--- src/rtl/iq_packet_sched.sv ---
// IQ packet scheduler: paces a DDS with a decimated clock enable,
// buffers its samples and frames them into fixed-length packets.
module iq_packet_sched #(
  parameter int unsigned DECIM      = 20,
  parameter int unsigned PKT_WORDS  = 256,
  parameter int unsigned FREQ_START = 71582788,
  parameter int unsigned FREQ_STEP  = 1048576,
  parameter int unsigned FREQ_STEPS = 16
) (
  input  logic        clk,
  input  logic        rst_n,
  input  logic        enable,
  output logic        dds_clken,
  output logic [31:0] dds_phi_inc,
  input  logic [31:0] dds_dat,
  input  logic        dds_valid,
  output logic [31:0] tx_data,
  output logic        tx_valid,
  output logic        tx_sop,
  output logic        tx_eop,
  input  logic        tx_ready,
  output logic        busy,
  output logic [15:0] drop_cnt
);

  localparam logic [15:0] LP_DEC_LAST = 16'(DECIM - 1);
  localparam logic [11:0] LP_PKT_LAST = 12'(PKT_WORDS - 1);
  localparam logic [15:0] LP_SWP_LAST = 16'(FREQ_STEPS - 1);
  localparam logic [31:0] LP_START    = 32'(FREQ_START);
  localparam logic [31:0] LP_STEP     = 32'(FREQ_STEP);

  typedef enum logic [1:0] {
    S_IDLE  = 2'd0,
    S_RUN   = 2'd1,
    S_DRAIN = 2'd2
  } state_t;

  state_t      r_state;
  state_t      w_state_nxt;

  logic [15:0] r_dec_cnt;
  logic [11:0] r_enq_cnt;
  logic [11:0] r_deq_cnt;
  logic [15:0] r_swp_idx;
  logic [31:0] r_phi;
  logic [15:0] r_drop;

  logic [31:0] r_mem [16];
  logic [3:0]  r_wr_ptr;
  logic [3:0]  r_rd_ptr;
  logic [4:0]  r_fifo_cnt;

  logic [31:0] r_tx_data;
  logic        r_tx_valid;
  logic        r_tx_sop;
  logic        r_tx_eop;

  logic        w_busy;
  logic        w_clken;
  logic        w_dec_hit;
  logic        w_drained;
  logic        w_in;
  logic        w_full;
  logic        w_pop;
  logic        w_push;
  logic        w_drop;
  logic        w_avail;
  logic [3:0]  w_rd_idx;
  logic [11:0] w_deq_nxt;

  assign w_dec_hit = (r_dec_cnt == LP_DEC_LAST);
  assign w_drained = (r_enq_cnt == 12'd0) &&
                     (r_fifo_cnt == 5'd0) &&
                     !r_tx_valid;

  // The head word stays in the FIFO until it is
  // actually transferred, so the output register
  // is a view of the head, not an extra slot.
  assign w_in   = dds_valid && (r_state != S_IDLE);
  assign w_full = (r_fifo_cnt == 5'd16);
  assign w_pop  = r_tx_valid && tx_ready;
  assign w_push = w_in && (!w_full || w_pop);
  assign w_drop = w_in && w_full && !w_pop;

  // Head after this cycle's pop, and its frame index.
  always_comb begin
    w_avail   = 1'b0;
    w_rd_idx  = r_rd_ptr;
    w_deq_nxt = r_deq_cnt;
    if (w_pop) begin
      w_avail  = (r_fifo_cnt > 5'd1);
      w_rd_idx = r_rd_ptr + 4'd1;
      if (r_deq_cnt == LP_PKT_LAST)
        w_deq_nxt = 12'd0;
      else
        w_deq_nxt = r_deq_cnt + 12'd1;
    end else begin
      w_avail = (r_fifo_cnt != 5'd0);
    end
  end

  // FSM next state plus busy and the gated clock enable.
  always_comb begin
    w_state_nxt = r_state;
    w_busy      = 1'b0;
    w_clken     = 1'b0;
    case (r_state)
      S_IDLE: begin
        if (enable)
          w_state_nxt = S_RUN;
      end
      S_RUN: begin
        w_busy  = 1'b1;
        w_clken = w_dec_hit;
        if (!enable)
          w_state_nxt = S_DRAIN;
      end
      S_DRAIN: begin
        w_busy  = 1'b1;
        w_clken = w_dec_hit &&
                  (r_enq_cnt != 12'd0);
        if (enable)
          w_state_nxt = S_RUN;
        else if (w_drained)
          w_state_nxt = S_IDLE;
      end
      default: w_state_nxt = S_IDLE;
    endcase
  end

  // FSM state register.
  always_ff @(posedge clk or negedge rst_n) begin
    if (!rst_n)
      r_state <= S_IDLE;
    else
      r_state <= w_state_nxt;
  end

  // Decimation counter, parked at zero while idle.
  always_ff @(posedge clk or negedge rst_n) begin
    if (!rst_n)
      r_dec_cnt <= 16'd0;
    else if (r_state == S_IDLE)
      r_dec_cnt <= 16'd0;
    else if (w_dec_hit)
      r_dec_cnt <= 16'd0;
    else
      r_dec_cnt <= r_dec_cnt + 16'd1;
  end

  // Enqueue word counter and per-packet sweep stepping.
  always_ff @(posedge clk or negedge rst_n) begin
    if (!rst_n) begin
      r_enq_cnt <= 12'd0;
      r_swp_idx <= 16'd0;
      r_phi     <= LP_START;
    end else if (w_push) begin
      if (r_enq_cnt == LP_PKT_LAST) begin
        r_enq_cnt <= 12'd0;
        if (r_swp_idx == LP_SWP_LAST) begin
          r_swp_idx <= 16'd0;
          r_phi     <= LP_START;
        end else begin
          r_swp_idx <= r_swp_idx + 16'd1;
          r_phi     <= r_phi + LP_STEP;
        end
      end else begin
        r_enq_cnt <= r_enq_cnt + 12'd1;
      end
    end
  end

  // Saturating drop counter.
  always_ff @(posedge clk or negedge rst_n) begin
    if (!rst_n)
      r_drop <= 16'd0;
    else if (w_drop && (r_drop != 16'hFFFF))
      r_drop <= r_drop + 16'd1;
  end

  // FIFO storage; contents are don't-care while empty.
  always_ff @(posedge clk) begin
    if (w_push)
      r_mem[r_wr_ptr] <= dds_dat;
  end

  // FIFO pointers and occupancy.
  always_ff @(posedge clk or negedge rst_n) begin
    if (!rst_n) begin
      r_wr_ptr   <= 4'd0;
      r_rd_ptr   <= 4'd0;
      r_fifo_cnt <= 5'd0;
    end else begin
      if (w_push)
        r_wr_ptr <= r_wr_ptr + 4'd1;
      if (w_pop)
        r_rd_ptr <= r_rd_ptr + 4'd1;
      if (w_push && !w_pop)
        r_fifo_cnt <= r_fifo_cnt + 5'd1;
      else if (!w_push && w_pop)
        r_fifo_cnt <= r_fifo_cnt - 5'd1;
    end
  end

  // Dequeue word counter, advancing only on transfer.
  always_ff @(posedge clk or negedge rst_n) begin
    if (!rst_n)
      r_deq_cnt <= 12'd0;
    else
      r_deq_cnt <= w_deq_nxt;
  end

  // Output register: reload on empty slot or transfer,
  // otherwise hold the stalled word and its flags.
  always_ff @(posedge clk or negedge rst_n) begin
    if (!rst_n) begin
      r_tx_data  <= 32'd0;
      r_tx_valid <= 1'b0;
      r_tx_sop   <= 1'b0;
      r_tx_eop   <= 1'b0;
    end else if (!r_tx_valid || w_pop) begin
      r_tx_valid <= w_avail;
      if (w_avail) begin
        r_tx_data <= r_mem[w_rd_idx];
        r_tx_sop  <= (w_deq_nxt == 12'd0);
        r_tx_eop  <= (w_deq_nxt == LP_PKT_LAST);
      end else begin
        r_tx_sop  <= 1'b0;
        r_tx_eop  <= 1'b0;
      end
    end
  end

  assign dds_clken   = w_clken;
  assign dds_phi_inc = r_phi;
  assign tx_data     = r_tx_data;
  assign tx_valid    = r_tx_valid;
  assign tx_sop      = r_tx_sop;
  assign tx_eop      = r_tx_eop;
  assign busy        = w_busy;
  assign drop_cnt    = r_drop;

endmodule

--- config.mk ---
export PLATFORM = sky130hd
export DESIGN_NAME = iq_packet_sched
export DESIGN_NICKNAME = d
export VERILOG_FILES = /design/src/rtl/iq_packet_sched.sv
export SDC_FILE = /design/constraint.sdc
export NUM_CORES = 1
export LEC_CHECK = 0
export BUFFER_PORTS_ARGS = -buffer_cell sky130_fd_sc_hd__buf_2
export CORE_MARGIN = 3
export CORE_UTILIZATION = 38
export DETAILED_ROUTE_END_ITERATION = 7
export SYNTH_ARGS = -nofsm -noshare
export SYNTH_HDL_FRONTEND = slang
export SYNTH_SLANG_ARGS = --single-unit
export TNS_END_PERCENT = 30
--- constraint.sdc ---
create_clock -name clk -period 3.4 [get_ports clk]
set_input_delay 0.34 -clock clk [delete_from_list [all_inputs] [get_ports clk]]
set_output_delay 0.34 -clock clk [all_outputs]
set_load 0.05 [all_outputs]
==> impl_metrics.yaml <==
logic_synthesis:
  synth.distinct_cells: 75
  synth_area_leader_cell: "edfxtp_1"
  synth_enable_flop_cells: 512
  async_flop_share: 0.209
  syn-instance-count: 2078
  avgSynthCellArea_sq_um: 13.6
  synthesis.area_sq_um: 28200
  ys_ff_latch: 647
  synthFlopType: "edfxtp_1"
  ys_seq_area_frac: 0.665
  ys.warnings.count: 0
  yosysTopAreaCellShare: 0.545
  yosys-top-cells-area: "edfxtp_1 55%, dfrtp_1 12%, mux2i_1 4.4%"
grt:
  antenna_found_initial: 3
  track_usage: 0.189
  grt_max_degree: 123
  grt_pass1_wl_um: 113000
  overflow: 0
  grt_pass1_vias: 18300
timing:
  hold_violations: 0
  tns_ps: 0
  fin_crit_ps: 3080
  drv_slew: 0
  grt_setup_unrepaired: "false"
  fin_skew_ps: 33.5
  setup_viol: 0
  relSlewSlack: 0.265
  max_freq_mhz: 325
  worst_pin_slew_ps: 1100
  post-route-period-util: 0.905
  setup_ws_ps: 323
floorplanning:
  die_h_um: 278
  ioPinCount: 122
  die_area_sq_um: 77500
  floorplan.initialDensity: 0.385
  die_w_um: 278
  row_count: 99
  core_sq_um: 73200
worst_hold_path:
  hold_class: "in2reg"
  hold_path_depth: 1
placed_design:
  portBuffers: 106
  gp_congestion: 0.798
  hpwlAfterDp_um: 44800
  place_inst: 3062
  dp_slack_ps: 344
critical_path:
  critPathTopFamily: "buffers and inverters"
  worstPathCellList: "ha_2 > buf_4 > nand3_2 > buf_4 > nand2_2 > buf_4 > a211oi_1 > a21oi_1 > nand3_1 > a31oi_1"
  cp_max_fo: 41
  rrSetupSlack_ps: 320
  slowest_stage: "dfrtp_2"
  path_buf_inv: 3
  max_stage_delay_ps: 470
  cp_common_cell: "buf_4"
  endpoint_kind: "register"
  critPathKind: "reg2reg"
  critPathLaunchType: "register"
  reg2regPathDepth: 10
  critPathRequiredTime_ps: 3830
  arrival_ps: 3510
  worst-path-stages: 10
run:
  maxCapViolCount: 0
power_and_ir_drop:
  p_int_uw: 17500
  p_per_area_nw_per_um2: 872
  vdd.ir_drop.worst_uv: 852
  swShare: 0.382
  p_leak_uw: 0.0116
  p_comb_frac: 0.368
  pwr-share-seq: 0.356
  pwr-share-clk: 0.276
  p_sw_uw: 10800
clocking:
  clk_pin_slew_worst_paths_ps: 60
  cts.path.max_buffers: 3
  clkSinkCount: 647
  clk_latency_ps: 630
  cts_resized: 0
  htreeDepth: 3
  root_buffer: "clkbuf_16"
  cts_tree: "yes"
  numCtsBuffers: 71
routing:
  routed_wl_um: 74900
  post-route-drc-count: 0
  first_pass_iters: 6
  dr_total_vias: 18500
  initialDrtViolationCount: 1637
  post_drt_wl_per_cell_um: 23.5
  postRouteAntennaNets: 0
  via_per_inst: 5.80
layout:
  antennaDiodeCount: 0
  nets: 2236
  drive_above_1_share: 0.158
  area_growth_pct: 15.1
  final_cell_mix: "512 x edfxtp_1, 154 x a211oi_1, 144 x and3_1, 130 x dfrtp_1, 125 x mux2i_1"
  instances_no_fill: 3193
  layout_commonest_cell: "edfxtp_1"
run_status:
  status: "completed"
flip-flops by register name, summed over array words and instances (netlist names):
name / flops
dds_phi_inc: 13
drop_cnt: 16
r_dec_cnt: 16
r_deq_cnt: 12
r_enq_cnt: 12
r_fifo_cnt: 5
r_mem: 512
r_rd_ptr: 4
r_state: 2
r_swp_idx: 16
r_wr_ptr: 4
tx_data: 32
tx_eop: 1
tx_sop: 1
tx_valid: 1
power groups by stage:
stage / clock [uW] / combinational, uW / sequential (uW)
after floorplan: 0 / 6420 / 10700
after global placement: 0 / 10100 / 10200
after detailed placement: 0 / 10400 / 10200
after CTS: 7980 / 10400 / 10100
after global routing: 8290 / 11200 / 10200
final: 7800 / 10400 / 10100
final timing paths:
| check | start | endpoint |
|---|---|---|
| worst max-delay path | r_rd_ptr[1] | tx_data[9] |
| worst min-delay path | dds_dat[31] | r_mem[11][31] |
| worst max register to register | r_rd_ptr[1] | tx_data[9] |
| worst min register to register | dds_phi_inc[31] | dds_phi_inc[31] |
| max in group asynchronous | rst_n | tx_data[7] |
| min in group asynchronous | rst_n | drop_cnt[10] |
Yosys cell counts, types with 3 or more instances:
cell      instances
nand3_1          61
nor4_1           39
inv_2             3
and2_1           12
inv_1            13
or3_1             5
a21oi_1          80
o21ai_0          72
a22oi_1          61
nor2_1           85
nor2b_1           4
and3_1          148
buf_4            26
dfstp_2           3
nor3_1           11
buf_1            15
o221ai_1         30
nand2b_1          5
edfxtp_1        512
a211oi_1        154
nor4b_1           3
a221oi_1         33
xor2_1           22
xnor2_1          41
buf_2            47
dfrtp_1         132
mux2_2            6
ha_1             22
clkbuf_1         85
and4_1           10
o22ai_1          32
o31ai_1           3
nand3b_1          5
nand4_1          24
a31oi_1          37
nand2_1          62
mux2i_1         125
routing by layer:
metal  global-route usage  part of all wire
met5                    0           0.00028
met3               0.0347             0.059
met1                0.249              0.43
met4               0.0635             0.028
met2                0.317              0.48
cells by family (layout without fill, tap and decap cells):
group | after synthesis | count (layout) | synth area share
muxes | 133 | 133 | 0.0484
and+or+nand+nor | 494 | 494 | 0.0972
other | 1 | 15 | 0.000133
DFF | 647 | 647 | 0.665
AOI/OAI and AO/OA | 528 | 528 | 0.128
xor gates and xnor gates | 64 | 64 | 0.0201
buffers and inverters | 189 | 331 | 0.0307
adders and majority gates | 22 | 22 | 0.00976
metrics by stage:
stage / hold slack (ps) / utilization / power [uW] / area (sq um)
3_5_place_dp: 445 / 0.410 / 20600 / 30000
4_1_cts: 62.3 / 0.443 / 28400 / 32400
6_report: 107 / 0.443 / 28300 / 32400
3_3_place_gp: 437 / 0.410 / 20300 / 30000
2_1_floorplan: 44.4 / - / 17100 / 28200
5_1_grt: 87.7 / 0.443 / 29600 / 32400
area by class of cell:
| class | count | area [sq um] |
|---|---|---|
| clock buffers | 83 | 1870 |
| clock inverters | 47 | 531 |
| fillers | 6498 | 40800 |
| inverters | 16 | 62.6 |
| multi-input cells | 1256 | 8720 |
| flip-flops and latches | 647 | 18800 |
| well taps | 959 | 1200 |
| repair buffers | 185 | 1290 |
repair_timing:
action,CTS,global route
hold endpoints to repair,75,0
buffers inserted,0,0
hold buffers,1,0
Power figures use the tool's default switching activity.
